## config.mk

```make
export PLATFORM = sky130hd
export DESIGN_NAME = fifo_rd_stream
export DESIGN_NICKNAME = d
export VERILOG_FILES = /design/src/rtl/fifo_rd_stream_pkg.sv /design/src/rtl/fifo_rd_stream.sv
export SDC_FILE = /design/constraint.sdc
export NUM_CORES = 1
export LEC_CHECK = 0
export ABC_AREA = 1
export CORE_MARGIN = 5
export CORE_UTILIZATION = 41
export DETAILED_ROUTE_END_ITERATION = 10
export PLACE_DENSITY = 0.81
export SLEW_MARGIN = 0
export SYNTH_ARGS = -nofsm -noshare
export SYNTH_HDL_FRONTEND = slang
export SYNTH_SLANG_ARGS = --single-unit
export TNS_END_PERCENT = 100
```

## constraint.sdc

```tcl
create_clock -name clk -period 2 [get_ports clk]
set_input_delay 0.3 -clock clk [delete_from_list [all_inputs] [get_ports clk]]
set_output_delay 0.3 -clock clk [all_outputs]
set_load 0.03 [all_outputs]
```

## src/rtl/fifo_rd_stream_pkg.sv

```systemverilog
// Shared definitions for the FWFT FIFO read-burst streamer.
// Holds the FSM state encoding used by fifo_rd_stream.
package fifo_rd_stream_pkg;

  typedef enum logic [1:0] {
    ST_IDLE  = 2'd0,
    ST_RUN   = 2'd1,
    ST_FLUSH = 2'd2
  } state_e;

endpackage

```

## src/rtl/fifo_rd_stream.sv

```systemverilog
// Reads a burst of burst_len words from a first-word-fall-through FIFO and
// presents them on a single-stage valid/ready output register.
//
// Ports:
//   clk, rst_n        clock, asynchronous active-low reset
//   start, burst_len  one-cycle burst request and its word count (IDLE only)
//   fifo_empty        FWFT FIFO empty flag
//   fifo_dout         FWFT head word, valid while fifo_empty is low
//   fifo_pop          pop strobe to the FIFO (combinational)
//   out_valid/ready   output handshake; out_data/out_last are the payload
//   busy              burst in progress (RUN or FLUSH)
//   done              one-cycle pulse after the final word is accepted
module fifo_rd_stream
  import fifo_rd_stream_pkg::*;
#(
  parameter int unsigned WIDTH    = 128,
  parameter int unsigned LEN_BITS = 8
) (
  input  logic                clk,
  input  logic                rst_n,
  input  logic                start,
  input  logic [LEN_BITS-1:0] burst_len,
  input  logic                fifo_empty,
  input  logic [WIDTH-1:0]    fifo_dout,
  output logic                fifo_pop,
  output logic                out_valid,
  input  logic                out_ready,
  output logic [WIDTH-1:0]    out_data,
  output logic                out_last,
  output logic                busy,
  output logic                done
);

  state_e              state_q, state_d;
  logic [LEN_BITS-1:0] rem_q, rem_d;
  logic [WIDTH-1:0]    data_q, data_d;
  logic                valid_q, valid_d;
  logic                last_q, last_d;
  logic                done_q, done_d;
  logic                pop_c;
  logic                xfer_c;

  // State and output registers
  always_ff @(posedge clk or negedge rst_n) begin
    if (!rst_n) begin
      state_q <= ST_IDLE;
      rem_q   <= '0;
      data_q  <= '0;
      valid_q <= 1'b0;
      last_q  <= 1'b0;
      done_q  <= 1'b0;
    end else begin
      state_q <= state_d;
      rem_q   <= rem_d;
      data_q  <= data_d;
      valid_q <= valid_d;
      last_q  <= last_d;
      done_q  <= done_d;
    end
  end

  // Next-state, datapath and pop decision
  always_comb begin
    state_d = state_q;
    rem_d   = rem_q;
    data_d  = data_q;
    valid_d = valid_q;
    last_d  = last_q;
    done_d  = 1'b0;

    xfer_c = valid_q && out_ready;
    // Pop only when the output register is free or draining this cycle.
    pop_c  = (state_q == ST_RUN) && !fifo_empty && (rem_q != '0) &&
             (!valid_q || out_ready);

    if (xfer_c) begin
      valid_d = 1'b0;
      last_d  = 1'b0;
    end
    // A same-cycle pop overrides the drain and refills the register.
    if (pop_c) begin
      data_d  = fifo_dout;
      valid_d = 1'b1;
      last_d  = (rem_q == LEN_BITS'(1));
      rem_d   = rem_q - LEN_BITS'(1);
    end

    case (state_q)
      ST_IDLE: begin
        if (start && (burst_len != '0)) begin
          rem_d   = burst_len;
          state_d = ST_RUN;
        end
      end
      ST_RUN: begin
        if (pop_c && (rem_q == LEN_BITS'(1))) begin
          state_d = ST_FLUSH;
        end
      end
      ST_FLUSH: begin
        // Only the final word can be held in the register here.
        if (xfer_c && last_q) begin
          state_d = ST_IDLE;
          done_d  = 1'b1;
        end
      end
      default: state_d = ST_IDLE;
    endcase
  end

  assign fifo_pop  = pop_c;
  assign out_valid = valid_q;
  assign out_data  = data_q;
  assign out_last  = last_q;
  assign done      = done_q;
  assign busy      = (state_q != ST_IDLE);

endmodule
```

; ---- Word-level counts from Yosys, hierarchy flattened
; Cells that the tools add are included.
[totals]
regBits = 141
inputBits = 141
output_inout_bits = 133
elab_cells = 41
[op_classes]
n_addsub = 1
eq_ne = 6
mux = 12
n_reduce_logical = 16
[ops]
columns = cell, n
row1 = $mux W8, 3
row2 = $reduce_bool A8 Y1, 2
row3 = $eq A8 B1 Y1 const B, 1
row4 = $sub A8 B1 Y8 const B, 1
row5 = $logic_and A1 B1 Y1, 7
row6 = $mux W2, 3
row7 = $pmux W2 S3, 1
row8 = $mux W1, 5
row9 = $ne A2 B2 Y1 const B, 2
row10 = $reduce_bool A2 Y1, 2
row11 = $reduce_and A3 Y1, 1
row12 = $eq A2 B1 Y1 const B, 1
row13 = $eq A2 B2 Y1 const B, 1
row14 = $logic_not A1 Y1, 2
row15 = $logic_not A2 Y1, 1
row16 = $ne A2 B1 Y1 const B, 1
row17 = $logic_or A1 B1 Y1, 1

; ---- Logic depth before layout (Yosys ltp)
; Gate-level depths: netlist (run 1).
[depth]
depth_word = 7
depth_mapped = 11
depth_no_buf = 10

; ---- Worst setup path after synthesis (run 1)
; OpenSTA, ideal clock, no wires.
[synth_timing]
path_type = reg2out
start = register rem_q[0]
end = output port fifo_pop
arrival_time_ns = 1.316
required_ns = 1.700
slack_ns = 0.384
path_stages_with_launch = 8
path_buffers = 2
cell_sequence = dfrtp_1 inv_1 ha_1 nand2_1 nor2_2 nor3_2 buf_6 buf_2
[synth_between]
elab_chain_len = 3
[synth_rtl]
columns = item, line
row1 = from (decl), fifo_rd_stream.sv:35  ; logic [LEN_BITS-1:0] rem_q, rem_d;
row2 = from (signal assigned), fifo_rd_stream.sv:54  ; rem_q <= rem_d;
row3 = $reduce_bool A8 Y1, fifo_rd_stream.sv:73  ; pop_c = (state_q == ST_RUN) && !fifo_empty && (rem_q != '0) &&
row4 = $logic_and A1 B1 Y1 (2 in a row), fifo_rd_stream.sv:73
row5 = to (decl), fifo_rd_stream.sv:25  ; output logic fifo_pop,
; No other way between the ends.

; ---- Final worst setup path (run 1)
; Ends and elaborated chain as after synthesis.

==> results of run 1 <==
[kinds of logic (layout without fill, tap and decap cells)]
family,after synthesis,count (layout),share of synthesized area
and+or+nand+nor,480,480,0.326
DFF,141,141,0.618
buffers and inverters,49,355,0.0477
adders and majority gates,2,2,0.00438
xor gates and xnor gates,2,2,0.00307
AOI/OAI and AO/OA,1,1,0.000875
[per-layer routing]
| metal | GRT usage | vias up | part of all wire |
|---|---|---|---|
| met5 | 0 | - | 0 |
| li1 | - | 2626 | - |
| met1 | 0.243 | 2512 | 0.38 |
| met3 | 0.0783 | 31 | 0.078 |
| met4 | 0.0743 | 0 | 0.023 |
| met2 | 0.378 | 179 | 0.52 |
[state kept, by name, indices dropped and copies added (netlist names)]
register   cells
out_valid      1
out_last       1
out_data     128
rem_q          8
done           1
state_q        2
[timing repair]
action	4_1_cts	5_1_grt
resized for setup	5	3
hold endpoints to repair	28	0
setup buffers	4	1
pin swaps	1	0
setup endpoints to repair	1	2
hold buffers	1	0
[path summary, 6_finish.rpt]
check	from	endpoint	slack, ns	depth (start not counted)
worst min-delay path	rst_n	out_data[94]$_DFFE_PN0P_	0.34	2
worst max-delay path	rem_q[0]$_DFF_PN0_	fifo_pop	0.07	7
min in group clk	fifo_dout[118]	out_data[118]$_DFFE_PN0P_	0.42	3
worst min register to register	out_data[48]$_DFFE_PN0P_	out_data[48]$_DFFE_PN0P_	0.48	2
max in group asynchronous	rst_n	out_data[82]$_DFFE_PN0P_	1.03	3
worst max register to register	rem_q[0]$_DFF_PN0_	out_data[4]$_DFFE_PN0P_	0.22	10
[worst max-delay path, stage by stage, from the launching register on]
cell and delay (ns):
dfrtp_1 0.38, inv_2 0.07, ha_4 0.18, nand2_2 0.10
nor2_4 0.05, nor3_4 0.16, buf_12 0.13, buf_4 0.15
[cell type report]
class | instances | share of cell area
inverter | 20 | 0.00792
clock buffer | 24 | 0.0508
multi-input combinational | 485 | 0.206
tap | 180 | 0.0238
clock inverter | 7 | 0.0143
sequential | 141 | 0.372
timing repair buffer | 304 | 0.325
[report_power, final]
group	switching, mW	internal, mW
Combinational	4.40	3.03
Sequential	0.705	4.03
Clock	1.12	2.17
Total	6.22	9.24
[through the flow]
stage	setup WS [ns]	hold WS (ns)
after floorplan	0.384	0.00441
after global placement	0.0478	0.195
after detailed placement	0.0454	0.203
after CTS	0.0357	0.331
after global routing	-0.0228	0.357
final	0.0708	0.337
[layout by cell type (no fill, tap or decap)]
master,Yosys,routed
buf_12,0,9
buf_4,6,22
buf_6,6,1
bufinv_16,0,4
clkbuf_1,0,4
clkbuf_16,0,17
clkbuf_8,0,3
clkdlybuf4s50_1,0,270
clkinv_2,0,3
dfrtp_1,141,141
dlygate4sd3_1,0,1
dlymetal6s2s_1,0,1
ha_1,2,1
ha_4,0,1
inv_1,20,18
inv_2,0,2
nand2_1,432,431
nand2_2,1,2
nand3_1,16,16
nand3_4,0,1
nand3b_1,2,2
nand4_1,4,4
nor2_1,18,17
nor2_2,3,3
nor2_4,0,1
nor3_1,2,2
nor3_4,0,1
o21ai_0,1,1
xor2_1,2,2
==> insert_results.sql, run 1 <==
INSERT INTO impl_metrics (metric_group, metric, value, unit) VALUES
('outcome', 'run_status', 'complete, no violations', ''),
('clock_tree', 'cts_made_buffers', '17', ''),
('timing', 'final.period_utilization', '0.965', ''),
('floorplanning', 'io-pin-count', '274', ''),
('route', 'via_per_inst', '4.61', ''),
('route', 'totalWireLength', '17400', 'um'),
('yosys', 'netlist_instances', '675', ''),
('cells_and_area', 'final_util', '0.688', ''),
('floorplanning', 'start_util', '0.415', ''),
('route', 'dr_total_vias', '5348', ''),
('place', 'io_buffers', '273', ''),
('timing', 'setup_viol', '0', ''),
('global_routing', 'initial_antenna_violation_count', '0', ''),
('timing', 'drv_slew', '0', ''),
('yosys', 'synth_top_area_frac', '0.618', ''),
('power_and_ir_drop', 'leakagePower', '4.73', 'nW'),
('floorplanning', 'die_h', '128', 'um'),
('worst_setup_path', 'category_of_the_critical_setup_timing_path', 'reg -> out', ''),
('route', 'initialDrtViolationCount', '224', ''),
('place', 'post-place-cells', '1124', ''),
('clock_tree', 'path_clk_slew', '0.06', 'ns'),
('cells_and_area', 'layoutNonFillerInstCount', '1161', ''),
('cells_and_area', 'seqCellArea', '3530', 'sq um'),
('cells_and_area', 'drive_gt1_frac', '0.0714', ''),
('global_routing', 'grt_first_pass_wirelength', '27800', 'um'),
('timing', 'setup_repair_after_global_routing_missed_its_margin', 'yes', ''),
('cells_and_area', 'layout.cell_area.non_filler', '9480', 'sq um'),
('yosys', 'synth_ff_type', 'dfrtp_1', ''),
('timing', 'fin_tns_setup', '0', 'ns'),
('yosys', 'postSynthRegisterBits', '141', ''),
('route', 'post_drt_wl_per_cell', '15.0', 'um'),
('place', 'dp.final_hpwl', '12800', 'um'),
('yosys', 'synth_area_per_cell', '8.46', 'sq um'),
('floorplanning', 'placementRows', '43', ''),
('clock_tree', 'clk_latency', '0.42', 'ns'),
('timing', 'worst_clock_skew', '0.00875', 'ns'),
('power_and_ir_drop', 'power.density_cell_area', '1630', 'nW/um^2'),
('yosys', 'post_synth_num_cell_types', '18', ''),
('floorplanning', 'design.die.area', '16400', 'sq um'),
('global_routing', 'globalRouteOverflowTotal', '0', ''),
('yosys', 'ys_async_sr_fraction', '1.00', ''),
('clock_tree', 'tritoncts', 'done', ''),
('yosys', 'synth_edf_count', '0', ''),
('yosys', 'ys_top_cells_by_area', 'dfrtp_1 62%, nand2_1 28%, buf_2 1.5%', ''),
('clock_tree', 'h-tree-depth', '4', ''),
('timing', 'max_freq', '0.518', 'GHz'),
('cells_and_area', 'antenna_cells', '0', ''),
('clock_tree', 'cts_num_sinks', '141', ''),
('power_and_ir_drop', 'report.power.total', '15.5', 'mW'),
('global_routing', 'first_global_vias', '5572', ''),
('worst_setup_path', 'worst_path_required_time', '1.70', 'ns'),
('place', 'finalWeightedCongestion', '0.844', ''),
('timing', 'post-route-min-period', '1.93', 'ns'),
('global_routing', 'pin_count_of_the_biggest_net_entering_global_routing', '52', ''),
('worst_setup_path', 'cp-start-kind', 'flop', ''),
('place', 'post_dp_cell_area', '8790', 'sq um'),
('job', 'drv.max_cap_violation_count', '0', ''),
('yosys', 'synth_common_cells', '432 x nand2_1, 141 x dfrtp_1, 20 x inv_1', ''),
('timing', 'slew_headroom', '0.753', ''),
('cells_and_area', 'multiInputGateArea', '1950', 'sq um'),
('worst_setup_path', 'critical_path_peak_fanout', '4', ''),
('yosys', 'ys_warn_count', '0', ''),
('floorplanning', 'core_box_area', '13800', 'sq um'),
('timing', 'hold_viol_final', '0', ''),
('clock_tree', 'cts_root_buffer', 'clkbuf_16', ''),
('global_routing', 'track_usage', '0.216', ''),
('yosys', 'synth_top_area_cell', 'dfrtp_1', ''),
('worst_hold_path', 'hp-class', 'in -> async', ''),
('cells_and_area', 'num-fill-cells', '1076', ''),
('cells_and_area', 'flow.area_growth_from_synthesis', '65.9', '%'),
('timing', 'worst_slew_pin_slew', '0.369', 'ns'),
('yosys', 'synthesis.area', '5710', 'sq um'),
('yosys', 'synth_fp_nets', '818', ''),
('cells_and_area', 'design.final.nets', '1112', ''),
('power_and_ir_drop', 'ir_drop', '0.962', 'mV'),
('yosys', 'synth_sequential_area_ratio', '0.618', ''),
('worst_setup_path', 'timing.critical_path.arrival', '1.63', 'ns'),
('route', 'ant_nets', '0', ''),
('yosys', 'synth_most_common_cell', 'nand2_1', ''),
('clock_tree', 'cts-root-to-sink-buffers', '2', ''),
('floorplanning', 'fp.dieW', '128', 'um'),
('route', 'drc', '0', ''),
('route', 'drtPass1Iterations', '4', ''),
('worst_setup_path', 'setup.worst_path.end_class', 'output port', '');
Note: power is estimated with default switching activity, not from simulation.
==> run 2, diff against run 1 <==
Clock period 2 ns to 1.95 ns, I/O delays scaled along.
==> run 2 against run 1 <==
Effect of this change:
- sequential power is 3% higher
- highest routed layer unchanged
- power is 2.9% higher
- non-clock buffer count is 1 higher
- combinational power is 2% higher
- die area stayed put
- design area is 0.40% higher
- clock-buffer cell count is 5 lower
- global-route usage is 0.053 points lower
- sequential share of layout area is 0.13 points lower
- critical path depth is 1 lower
==> insert_results.sql, run 2 (synthesized netlist as in run 1, its figures left out) <==
INSERT INTO impl_metrics (metric_group, metric, value, unit) VALUES
('floorplanning', 'placementRows', '43', ''),
('worst_setup_path', 'cp-start-kind', 'flop', ''),
('floorplanning', 'start_util', '0.415', ''),
('global_routing', 'gr-usage-met1', '0.268', ''),
('global_routing', 'grt_util_met3', '0.0571', ''),
('route', 'post_drt_wl_per_cell', '14.9', 'um'),
('clock_tree', 'clk_latency', '0.41', 'ns'),
('timing', 'setup_viol', '0', ''),
('floorplanning', 'design.die.area', '16400', 'sq um'),
('route', 'dr_total_vias', '5360', ''),
('power_and_ir_drop', 'net-switching-power', '6.48', 'mW'),
('global_routing', 'track_usage', '0.215', ''),
('timing', 'worst_clock_skew', '0.00793', 'ns'),
('worst_setup_path', 'worst_path_required_time', '1.66', 'ns'),
('clock_tree', 'cts-root-to-sink-buffers', '2', ''),
('route', 'via_per_inst', '4.61', ''),
('route', 'drtPass1Iterations', '6', ''),
('place', 'finalWeightedCongestion', '0.858', ''),
('timing', 'slew_headroom', '0.663', ''),
('power_and_ir_drop', 'clkPwrFrac', '0.216', ''),
('clock_tree', 'h-tree-depth', '4', ''),
('cells_and_area', 'design.final.nets', '1113', ''),
('route', 'initialDrtViolationCount', '334', ''),
('power_and_ir_drop', 'leakagePower', '4.74', 'nW'),
('clock_tree', 'cts_made_buffers', '17', ''),
('global_routing', 'first_global_vias', '5502', ''),
('cells_and_area', 'drive_gt1_frac', '0.0783', ''),
('place', 'dp.final_hpwl', '12600', 'um'),
('route', 'totalWireLength', '17300', 'um'),
('clock_tree', 'cts_root_buffer', 'clkbuf_16', ''),
('cells_and_area', 'layout.cell_area.non_filler', '9510', 'sq um'),
('power_and_ir_drop', 'p_comb_frac', '0.478', ''),
('clock_tree', 'tritoncts', 'done', ''),
('clock_tree', 'path_clk_slew', '0.06', 'ns'),
('cells_and_area', 'flow.area_growth_from_synthesis', '66.5', '%'),
('global_routing', 'global_route.peak_usage_layer', 'met2', ''),
('route', 'ant_nets', '0', ''),
('power_and_ir_drop', 'p_int', '9.43', 'mW'),
('worst_setup_path', 'setup.worst_path.end_class', 'output port', ''),
('floorplanning', 'core_box_area', '13800', 'sq um'),
('timing', 'worst_slew_pin_slew', '0.505', 'ns'),
('cells_and_area', 'layout_common_cells', '431 x nand2_1, 270 x clkdlybuf4s50_1, 140 x dfrtp_1, 21 x buf_4', ''),
('floorplanning', 'die_h', '128', 'um'),
('floorplanning', 'io-pin-count', '274', ''),
('cells_and_area', 'layoutNonFillerInstCount', '1163', ''),
('timing', 'final.period_utilization', '0.986', ''),
('clock_tree', 'cts_num_sinks', '141', ''),
('worst_setup_path', 'timing.critical_path.arrival', '1.63', 'ns'),
('cells_and_area', 'largest_register_ffs', '128', ''),
('timing', 'drv_slew', '0', ''),
('global_routing', 'initial_antenna_violation_count', '0', ''),
('power_and_ir_drop', 'power.density_cell_area', '1670', 'nW/um^2'),
('timing', 'hold_viol_final', '0', ''),
('timing', 'post-route-min-period', '1.92', 'ns'),
('job', 'drv.max_cap_violation_count', '0', ''),
('power_and_ir_drop', 'power.sequential.fraction', '0.306', ''),
('cells_and_area', 'antenna_cells', '0', ''),
('route', 'drc', '0', ''),
('global_routing', 'globalRouteOverflowTotal', '0', ''),
('worst_setup_path', 'category_of_the_critical_setup_timing_path', 'reg -> out', ''),
('power_and_ir_drop', 'report.power.total', '15.9', 'mW'),
('global_routing', 'grt_first_pass_wirelength', '27800', 'um'),
('place', 'post_dp_cell_area', '8750', 'sq um'),
('worst_hold_path', 'hp-class', 'in -> reg', ''),
('cells_and_area', 'most_common_cell_after_layout_fill_and_taps_aside', 'nand2_1', ''),
('worst_setup_path', 'critical_path_peak_fanout', '4', ''),
('power_and_ir_drop', 'ir_drop', '0.858', 'mV'),
('place', 'post-place-cells', '1119', ''),
('outcome', 'run_status', 'complete, no violations', ''),
('timing', 'max_freq', '0.520', 'GHz'),
('place', 'io_buffers', '273', ''),
('power_and_ir_drop', 'power.share.switching', '0.407', ''),
('global_routing', 'pin_count_of_the_biggest_net_entering_global_routing', '64', ''),
('global_routing', 'groute.layer.met2.usage', '0.356', ''),
('floorplanning', 'fp.dieW', '128', 'um'),
('timing', 'fin_tns_setup', '0', 'ns');
## run 2: routing by layer
layer | up-vias | routed length, um
li1 | 2632 | -
met1 | 2517 | 6950
met2 | 178 | 8820
met3 | 33 | 1070
met4 | 0 | 453
met5 | - | 0
## run 2: final timing paths
| kind | from | to | slack (ns) | cells past startpoint |
|---|---|---|---|---|
| setup / recovery | rem_q[2]$_DFF_PN0_ | fifo_pop | 0.03 | 6 |
| setup reg to reg | rem_q[2]$_DFF_PN0_ | out_data[49]$_DFFE_PN0P_ | 0.13 | 10 |
| max in group asynchronous | rst_n | out_data[85]$_DFFE_PN0P_ | 0.94 | 3 |
| min in group asynchronous | rst_n | out_data[98]$_DFFE_PN0P_ | 0.41 | 2 |
| hold / removal | fifo_dout[88] | out_data[88]$_DFFE_PN0P_ | 0.40 | 3 |
| hold reg to reg | out_data[48]$_DFFE_PN0P_ | out_data[48]$_DFFE_PN0P_ | 0.48 | 2 |
## run 2: layout make-up
cell class	count	area, sq um
tap	180	225
clock inverter	13	189
sequential	141	3530
clock buffer	19	443
multi-input combinational	485	1960
fill	1079	4260
inverter	20	75.1
timing repair buffer	305	3090
## run 2: critical path, cell delays in order (launching register included)
cell and delay (ns):
dfrtp_1 0.43, nor2_2 0.24, nand2_4 0.09, nor2_4 0.16, nor3_4 0.06, buf_6 0.13
buf_6 0.13
## run 2: through the flow
step	hold slack, ns	utilization	setup WS (ns)
floorplan	-0.00309	-	0.342
global placement	0.286	0.635	0.0789
detailed placement	0.284	0.635	0.0343
CTS	0.387	0.686	0.00996
global route	0.396	0.691	-0.0509
finish	0.405	0.691	0.0270
## run 2: power by group through the flow
stage          sequential [mW]  combinational, mW  clock, mW
6_report                  4.87               7.61       3.43
3_3_place_gp              4.83               7.35          0
2_1_floorplan             7.07               1.86          0
3_5_place_dp              4.87               7.48          0
5_1_grt                   5.04               8.16       3.63
4_1_cts                   4.86               7.59       3.50
## run 2: repair_timing
action,4_1_cts,5_1_grt
setup endpoints to repair,2,1
endpoints found under the hold margin,46,0
pin swaps,2,4
hold buffers,1,0
setup buffers,4,7
resized for setup,9,5
